[config.mk]
export PLATFORM = sky130hd
export DESIGN_NAME = finish_line_bank
export DESIGN_NICKNAME = d
export VERILOG_FILES = /design/src/rtl/finish_line_bank.sv
export SDC_FILE = /design/constraint.sdc
export NUM_CORES = 1
export LEC_CHECK = 0
export ABC_AREA = 1
export BUFFER_PORTS_ARGS = -buffer_cell sky130_fd_sc_hd__buf_2
export CAP_MARGIN = 20
export CORE_ASPECT_RATIO = 0.8
export CORE_UTILIZATION = 55
export CTS_CLUSTER_SIZE = 25
export DETAILED_ROUTE_END_ITERATION = 6
export HOLD_SLACK_MARGIN = 0.03
export PLACE_DENSITY = 0.93
export SYNTH_ARGS = -nofsm -noshare
export SYNTH_HDL_FRONTEND = slang
export SYNTH_SLANG_ARGS = --single-unit
export TNS_END_PERCENT = 50
[constraint.sdc]
create_clock -name Clk -period 4.6 [get_ports Clk]
set_clock_uncertainty 0.05 [all_clocks]
set_input_delay 0.46 -clock Clk [delete_from_list [all_inputs] [get_ports Clk]]
set_output_delay 0.46 -clock Clk [all_outputs]
set_load 0.1 [all_outputs]
[src/rtl/finish_line_bank.sv]
`default_nettype none
// ============================================================================
// Module   : finish_line_bank
// Brief    : Bank of frog home slots. Flags slot pixels, latches filled slots
//            per frame, holds a celebration phase when all are full, then
//            pulses GoNextLevel. Optional feature macro: FINISH_BLOCKED_EN.
// Revision : 1.0
// ============================================================================
module finish_line_bank #(
  parameter int NUM_SLOTS   = 5,
  parameter int SLOT_X0     = 152,
  parameter int SLOT_PITCH  = 84,
  parameter int SLOT_Y      = 76,
  parameter int SLOT_SIZE   = 28,
  parameter int HOLD_FRAMES = 30
) (
  input  logic                           Clk,
  input  logic                           Reset_n,
  input  logic                           frame_clk_rising_edge,
  input  logic [9:0]                     DrawX,
  input  logic [9:0]                     DrawY,
  input  logic                           is_frog,
  input  logic                           ResetGame,
  output logic [NUM_SLOTS-1:0]           isFinish,
  output logic [NUM_SLOTS-1:0]           FrogFinished,
  output logic [$clog2(NUM_SLOTS+1)-1:0] FillCount,
  output logic                           NewFill,
  output logic                           Celebrating,
  output logic                           GoNextLevel,
  output logic                           BlockedHit
);

  localparam int CNT_W  = $clog2(NUM_SLOTS + 1);
  localparam int HOLD_W = $clog2(HOLD_FRAMES + 1);

  localparam logic [1:0] ST_PLAY      = 2'd0;
  localparam logic [1:0] ST_CELEBRATE = 2'd1;
  localparam logic [1:0] ST_ADVANCE   = 2'd2;

  localparam logic [NUM_SLOTS-1:0] C_ALL_FULL   = '1;
  localparam logic [HOLD_W-1:0]    C_HOLD_LOAD  = HOLD_W'(HOLD_FRAMES);
  localparam logic [HOLD_W-1:0]    C_CNT_ONE    = HOLD_W'(1);
  localparam logic [10:0]          C_SLOT_TOP   = 11'(SLOT_Y);
  localparam logic [10:0]          C_SLOT_BOT   = 11'(SLOT_Y + SLOT_SIZE);

  logic [1:0]           r_state;
  logic [NUM_SLOTS-1:0] r_hitPend;
  logic [HOLD_W-1:0]    r_frameCnt;

  logic [10:0]          w_x;
  logic [10:0]          w_y;
  logic                 w_rowHit;
  logic [NUM_SLOTS-1:0] w_curHit;
  logic [NUM_SLOTS-1:0] w_newFill;
  logic [NUM_SLOTS-1:0] w_nextFinished;

  // Widen to 11 bits so the bounds compare never wraps.
  assign w_x      = {1'b0, DrawX};
  assign w_y      = {1'b0, DrawY};
  assign w_rowHit = (w_y >= C_SLOT_TOP) && (w_y < C_SLOT_BOT);

  generate
    for (genvar i = 0; i < NUM_SLOTS; i++) begin : g_slot
      localparam logic [10:0] C_LEFT  = 11'(SLOT_X0 + i * SLOT_PITCH);
      localparam logic [10:0] C_RIGHT = 11'(SLOT_X0 + i * SLOT_PITCH + SLOT_SIZE);
      assign isFinish[i] = w_rowHit && (w_x >= C_LEFT) && (w_x < C_RIGHT);
    end
  endgenerate

  assign w_curHit       = is_frog ? isFinish : '0;
  assign w_newFill      = r_hitPend & ~FrogFinished;
  assign w_nextFinished = FrogFinished | w_newFill;

  assign Celebrating = (r_state == ST_CELEBRATE);
  assign GoNextLevel = (r_state == ST_ADVANCE);

  function automatic logic [CNT_W-1:0] popCount(input logic [NUM_SLOTS-1:0] v);
    logic [CNT_W-1:0] n;
    n = '0;
    for (int k = 0; k < NUM_SLOTS; k++) begin
      n = n + CNT_W'(v[k]);
    end
    return n;
  endfunction

  always_ff @(posedge Clk or negedge Reset_n) begin
    if (!Reset_n) begin
      r_state      <= ST_PLAY;
      r_hitPend    <= '0;
      r_frameCnt   <= '0;
      FrogFinished <= '0;
      FillCount    <= '0;
      NewFill      <= 1'b0;
    end else if (ResetGame) begin
      r_state      <= ST_PLAY;
      r_hitPend    <= '0;
      r_frameCnt   <= '0;
      FrogFinished <= '0;
      FillCount    <= '0;
      NewFill      <= 1'b0;
    end else begin
      NewFill <= 1'b0;
      case (r_state)
        ST_PLAY: begin
          if (frame_clk_rising_edge) begin
            FrogFinished <= w_nextFinished;
            FillCount    <= popCount(w_nextFinished);
            NewFill      <= |w_newFill;
            if (w_nextFinished == C_ALL_FULL) begin
              r_state    <= ST_CELEBRATE;
              r_frameCnt <= C_HOLD_LOAD;
              r_hitPend  <= '0;
            end else begin
              // The edge-cycle pixel belongs to the frame that starts now.
              r_hitPend <= w_curHit;
            end
          end else begin
            r_hitPend <= r_hitPend | w_curHit;
          end
        end
        ST_CELEBRATE: begin
          if (frame_clk_rising_edge) begin
            if (r_frameCnt == C_CNT_ONE) begin
              r_state <= ST_ADVANCE;
            end else begin
              r_frameCnt <= r_frameCnt - C_CNT_ONE;
            end
          end
        end
        ST_ADVANCE: begin
          r_state      <= ST_PLAY;
          r_hitPend    <= '0;
          r_frameCnt   <= '0;
          FrogFinished <= '0;
          FillCount    <= '0;
        end
        default: begin
          r_state <= ST_PLAY;
        end
      endcase
    end
  end

`ifdef FINISH_BLOCKED_EN
  always_ff @(posedge Clk or negedge Reset_n) begin
    if (!Reset_n) begin
      BlockedHit <= 1'b0;
    end else if (ResetGame) begin
      BlockedHit <= 1'b0;
    end else begin
      BlockedHit <= (r_state == ST_PLAY) && frame_clk_rising_edge &&
                    (|(r_hitPend & FrogFinished));
    end
  end
`else
  assign BlockedHit = 1'b0;
`endif

endmodule
`default_nettype wire
==> results of run 1 <==
## cell usage after synthesis, drive strengths merged (2+ instances only)
master / count / area [um2]
buf: 3 / 17.5
nand3: 22 / 110
o21ai: 8 / 40.0
nor3: 3 / 15.0
nand2: 76 / 288
a21oi: 6 / 33.8
ha: 4 / 50.1
inv: 35 / 131
nor2: 31 / 126
dfrtp: 21 / 526
fa: 2 / 40.0
a21boi: 2 / 22.5
## power groups by stage
stage               Clock [mW]  Sequential (mW)  Combinational (mW)
detailed placement           0            0.223               0.173
CTS                     0.0929            0.220               0.174
global placement             0            0.222               0.169
floorplan                    0            0.221               0.135
global route             0.101            0.223               0.201
finish                  0.0910            0.220               0.174
## worst min-delay path by stage
| stage | startpoint | endpoint |
|---|---|---|
| final | Reset_n | r_state[1] |
| after global routing | Reset_n | r_state[0] |
| after CTS | Reset_n | r_state[0] |
| after detailed placement | Reset_n | r_state[0] |
| after global placement | Reset_n | r_state[0] |
| after floorplan | Reset_n | FillCount[0] |
## layout make-up
class | count | area (um2) | share of cell area, %
multi-input combinational | 162 | 781 | 46.2
sequential | 21 | 526 | 31.1
clock inverter | 1 | 5.00 | 0.296
inverter | 35 | 131 | 7.77
tap | 36 | 45.0 | 2.66
timing repair buffer | 36 | 180 | 10.7
clock buffer | 3 | 22.5 | 1.33
## metal layers
| layer | part of all wire (%) | wire length, um |
|---|---|---|
| met1 | 49 | 1510 |
| met2 | 46 | 1410 |
| met3 | 5.1 | 157 |
| met4 | 0.19 | 6 |
| met5 | 0 | 0 |
## through the flow
| step | power [mW] | cell area (um2) | setup slack [ns] |
|---|---|---|---|
| final | 0.485 | 1690 | 2.41 |
| after global routing | 0.525 | 1690 | 2.19 |
| after CTS | 0.486 | 1690 | 2.40 |
| after detailed placement | 0.396 | 1660 | 2.41 |
| after global placement | 0.391 | 1660 | 2.40 |
| after floorplan | 0.356 | 1460 | 1.89 |
## kinds of logic (layout without fill, tap and decap cells)
logic type | after synthesis | in the layout | synth area share (%)
xor+xnor | 1 | 1 | 0.602
fa+ha+maj | 6 | 6 | 6.19
flops | 21 | 21 | 36.1
buf+inv | 38 | 75 | 10.2
simple gates | 134 | 134 | 38.0
other cells | 1 | 1 | 0.258
compound gates | 20 | 20 | 8.60
## worst max-delay path, cell delays in order
cell and delay, ns:
buf_2 0.09, inv_1 0.05, nand2_1 0.05, nor2_1 0.08, nand2_1 0.06, nor2_1 0.19, inv_1 0.08, nor2_1 0.15
buf_2 0.45
## state kept, by name (all words and copies together), names as in the netlist
signal        cells
r_hitPend         5
NewFill           1
r_frameCnt        5
r_state           2
FillCount         3
FrogFinished      5
==> impl_metrics.ini, run 1 <==
[status]
status = finished clean

[place]
dp_cells = 290
dp_hpwl_mm = 2.42
io_buffers = 36
routabilityCongestion = 0.833

[sta]
slew_violations = 0
setup_tns_ns = 0
max_slew.worst_pin.slew_ns = 0.499
setup_violations = 0
slew-limit-headroom_pct = 66.5
final.min_clock_period_ns = 2.19
clock.fmax_mhz = 456
rsz0062_at_grt = no
finalCritPeriodShare_pct = 47.7
hold_ws_ns = 0.0218
final_hold_viol_count = 0

[power]
cellLeakagePower_nw = 1.02
ir_worst_vdd_mv = 0.214
swShare_pct = 40.7
powerDensity_nw_per_um2 = 287
p_switching_mw = 0.197
p_int_mw = 0.288
p_seq_share_pct = 45.4
p_comb_share_pct = 35.9
clockPowerShare_pct = 18.8

[floorplanning]
core-area_um2 = 2480
rows = 16
start_util_pct = 58.6
die-area_um2 = 2860
io_pins = 42
die_w_um = 59.5
die_h_um = 48.0

[grt]
antenna_found_initial = 0
grt_use_met1_pct = 34.3
busiest_layer = met2
grt_max_degree = 22
met2_usage_pct = 38.0
overflow = 0
grt_pass1_wl_mm = 5.12
met3_usage_pct = 5.41
first_global_vias = 1243
gr-usage-all-layers_pct = 24.1

[synthesis]
synth.ff_latch_count = 21
syn_avg_cell_area_um2 = 6.58
synth_cells = 221
syn_nets = 252
synthDistinctLibCells = 25
netlist_area_um2 = 1460
synth-seq-area-share_pct = 36.1
synth_edf_count = 0
synth-warning-count = 0
async_flop_share_pct = 100
ys.flop_type = dfrtp_1

[critical_path]
r2r_slack_ns = 2.45
startpoint_type = input pin
r2r_cells = 7
cp_max_fo = 4
cp_data_required_time_ns = 4.09
startpoint = DrawY[8]
r2r_start = FrogFinished[3]
crit_path_end = isFinish[0]
crit_type = in -> out
r2r_end = FillCount[1]
cp_data_arrival_time_ns = 1.68
cp-end-kind = output pin

[cells_and_area]
layout_common_cells = 75 x nand2_1, 36 x buf_2, 35 x inv_1, 29 x nor2_1, 22 x nand3_1
final_common_cell = nand2_1
syn_to_final_growth_pct = 16.2
fillers = 234
final_util_pct = 68.1
diodes = 0
final_cells = 294
drive_above_1_share_pct = 17.8
fin_nets = 290

[routing]
dr.pass1.iters = 4
wirelength_mm = 3.09
drtIter0Drc = 104
wire_per_inst_um = 10.5
drc_errors = 0
antenna_left = 0
routed_via_density = 4.88
via_count = 1435

[clocking]
hold_buffers = 0
htree_levels = 1
root_buffer = clkbuf_4
clk_latency_ns = 0.31
post_cts_resized = 0
cts_tree = built
cts_inserted_buffers = 3
clock_path_buffers = 2
post_cts_buffers = 0
clkSinkCount = 21
clkTransAtPathRegs_ns = 0.13

[min_path]
hp-class = in -> async

[flow_run]
cap_violations = 0
Note: power is estimated with default switching activity, not from simulation.
==> run 2: changes to the inputs <==
--- a/config.mk
+++ b/config.mk
@@ -9,11 +9,11 @@
 export BUFFER_PORTS_ARGS = -buffer_cell sky130_fd_sc_hd__buf_2
 export CAP_MARGIN = 20
 export CORE_ASPECT_RATIO = 0.8
-export CORE_UTILIZATION = 55
+export CORE_UTILIZATION = 51
 export CTS_CLUSTER_SIZE = 25
 export DETAILED_ROUTE_END_ITERATION = 6
 export HOLD_SLACK_MARGIN = 0.03
-export PLACE_DENSITY = 0.93
+export PLACE_DENSITY = 0.88
 export SYNTH_ARGS = -nofsm -noshare
 export SYNTH_HDL_FRONTEND = slang
 export SYNTH_SLANG_ARGS = --single-unit
==> constraint.sdc (replaced) <==
create_clock -name Clk -period 2.08 [get_ports Clk]
set_clock_uncertainty 0.05 [all_clocks]
set_input_delay 0.208 -clock Clk [delete_from_list [all_inputs] [get_ports Clk]]
set_output_delay 0.208 -clock Clk [all_outputs]
set_load 0.1 [all_outputs]
==> impl_metrics.ini, run 2 (synthesis gave the netlist of run 1 again) <==
[clocking]
clk_latency_ns = 0.32
cts_tree = built
root_buffer = clkbuf_4
clock_path_buffers = 2
htree_levels = 1
cts_inserted_buffers = 3
clkTransAtPathRegs_ns = 0.13
clkSinkCount = 21

[status]
status = finished clean

[grt]
gr-usage-all-layers_pct = 26.2
overflow = 0
grt_max_degree = 22
antenna_found_initial = 0
first_global_vias = 1427
grt_pass1_wl_mm = 5.95

[cells_and_area]
diodes = 0
drive_above_1_share_pct = 23.6
final-seq-area_um2 = 537
syn_to_final_growth_pct = 22.6
multi_input_area_um2 = 821
layout_common_cells = 73 x nand2_1, 36 x buf_2, 33 x inv_1, 27 x nor2_1, 21 x nand3_1
top_regs = FrogFinished (5), r_frameCnt (5), r_hitPend (5)
final_common_cell = nand2_1
fin_nets = 295
fillers = 224

[floorplanning]
die_h_um = 49.8
die-area_um2 = 3070
start_util_pct = 56.3
core-area_um2 = 2580
rows = 16
die_w_um = 61.7
io_pins = 42

[sta]
final_hold_viol_count = 0
finalCritPeriodShare_pct = 98.0
setup_ws_ns = 0.0425
slew_violations = 0
rsz0062_at_grt = yes
setup_tns_ns = 0
clock.fmax_mhz = 491
setup_violations = 0
final.min_clock_period_ns = 2.04

[critical_path]
r2r_slack_ns = 0.04
r2r_end = FillCount[1]
slowest_delay_ns = 0.51
crit_type = reg -> reg
startpoint_type = flop
cp_data_arrival_time_ns = 2.26
startpoint = FrogFinished[3]
crit_path_end = FillCount[1]
crit_chain = nor2_4, inv_2, fa_1, fa_2, ha_4, nand3_2, nand2_1
slowest_stage = dfrtp_4
cp-end-kind = flop
cp_max_fo = 3
cp_data_required_time_ns = 2.30
r2r_start = FrogFinished[3]
r2r_cells = 7

[place]
io_buffers = 36
routabilityCongestion = 0.847
dp_hpwl_mm = 2.63
dpl_worst_slack_ns = 0.00704

[power]
powerDensity_nw_per_um2 = 614
ir_worst_vdd_mv = 0.511
cellLeakagePower_nw = 1.03

[routing]
routed_via_density = 4.96
dr.pass1.iters = 4
antenna_left = 0
via_count = 1483
drtIter0Drc = 152
drc_errors = 0
wirelength_mm = 3.42
wire_per_inst_um = 11.4

[flow_run]
cap_violations = 0

[min_path]
min-delay-start = frame_clk_rising_edge
hp-class = in -> reg
[run 2: worst max-delay path, delay by kind of cell (launching register included)]
family	cells	cell delay, ns
buf+inv	1	0.05
simple gates	3	0.27
flops	1	0.51
fa+ha+maj	3	1.12
[run 2: layout make-up]
class / instances / area share [%]
inverter: 35 / 7.50
clock buffer: 3 / 1.26
timing repair buffer: 41 / 12.3
multi-input combinational: 162 / 46.0
clock inverter: 1 / 0.281
tap: 36 / 2.52
sequential: 21 / 30.1
[run 2: worst min path at each step]
stage                                 end  slack, ns  cells after the start
after global routing              NewFill       0.09                      3
after floorplan              FillCount[0]      -0.14                      0
after global placement    FrogFinished[1]       0.13                      1
final                             NewFill        0.1                      3
after CTS                         NewFill       0.08                      3
after detailed placement     r_hitPend[1]       0.14                      1
[run 2: power by group]
group | total (mW) | internal [mW] | leakage [nW] | switching [mW]
registers | 0.486 | 0.447 | 0.280 | 0.0392
logic | 0.403 | 0.127 | 0.738 | 0.276
clock network | 0.207 | 0.0721 | 0.0177 | 0.135
total | 1.10 | 0.645 | 1.03 | 0.450
[run 2: metrics by stage]
| stage | power, mW | area [um2] | instances | util (%) | hold slack, ns |
|---|---|---|---|---|---|
| floorplan | 0.789 | 1480 | 221 | - | -0.138 |
| global placement | 0.876 | 1700 | 292 | 65.9 | 0.131 |
| detailed placement | 0.889 | 1700 | 292 | 65.9 | 0.139 |
| CTS | 1.10 | 1740 | 297 | 67.3 | 0.0811 |
| global route | 1.18 | 1780 | 299 | 69.1 | 0.0929 |
| finish | 1.10 | 1780 | 299 | 69.1 | 0.0980 |
[run 2: per-layer routing]
metal,GRT usage (%),share of wire (%),up-vias,routed length (um)
met2,42.5,47,48,1600
li1,-,-,768,-
met1,33.8,46,663,1590
met5,0,0,-,0
met3,6.30,5.3,4,183
met4,8.15,1.3,0,46
[run 2: timing repair]
item / in CTS / in global routing
hold buffers: 1 / 0
buffers inserted: 0 / 2
resized for setup: 0 / 7
endpoints found under the hold margin: 21 / 0
setup endpoints to repair: 0 / 2
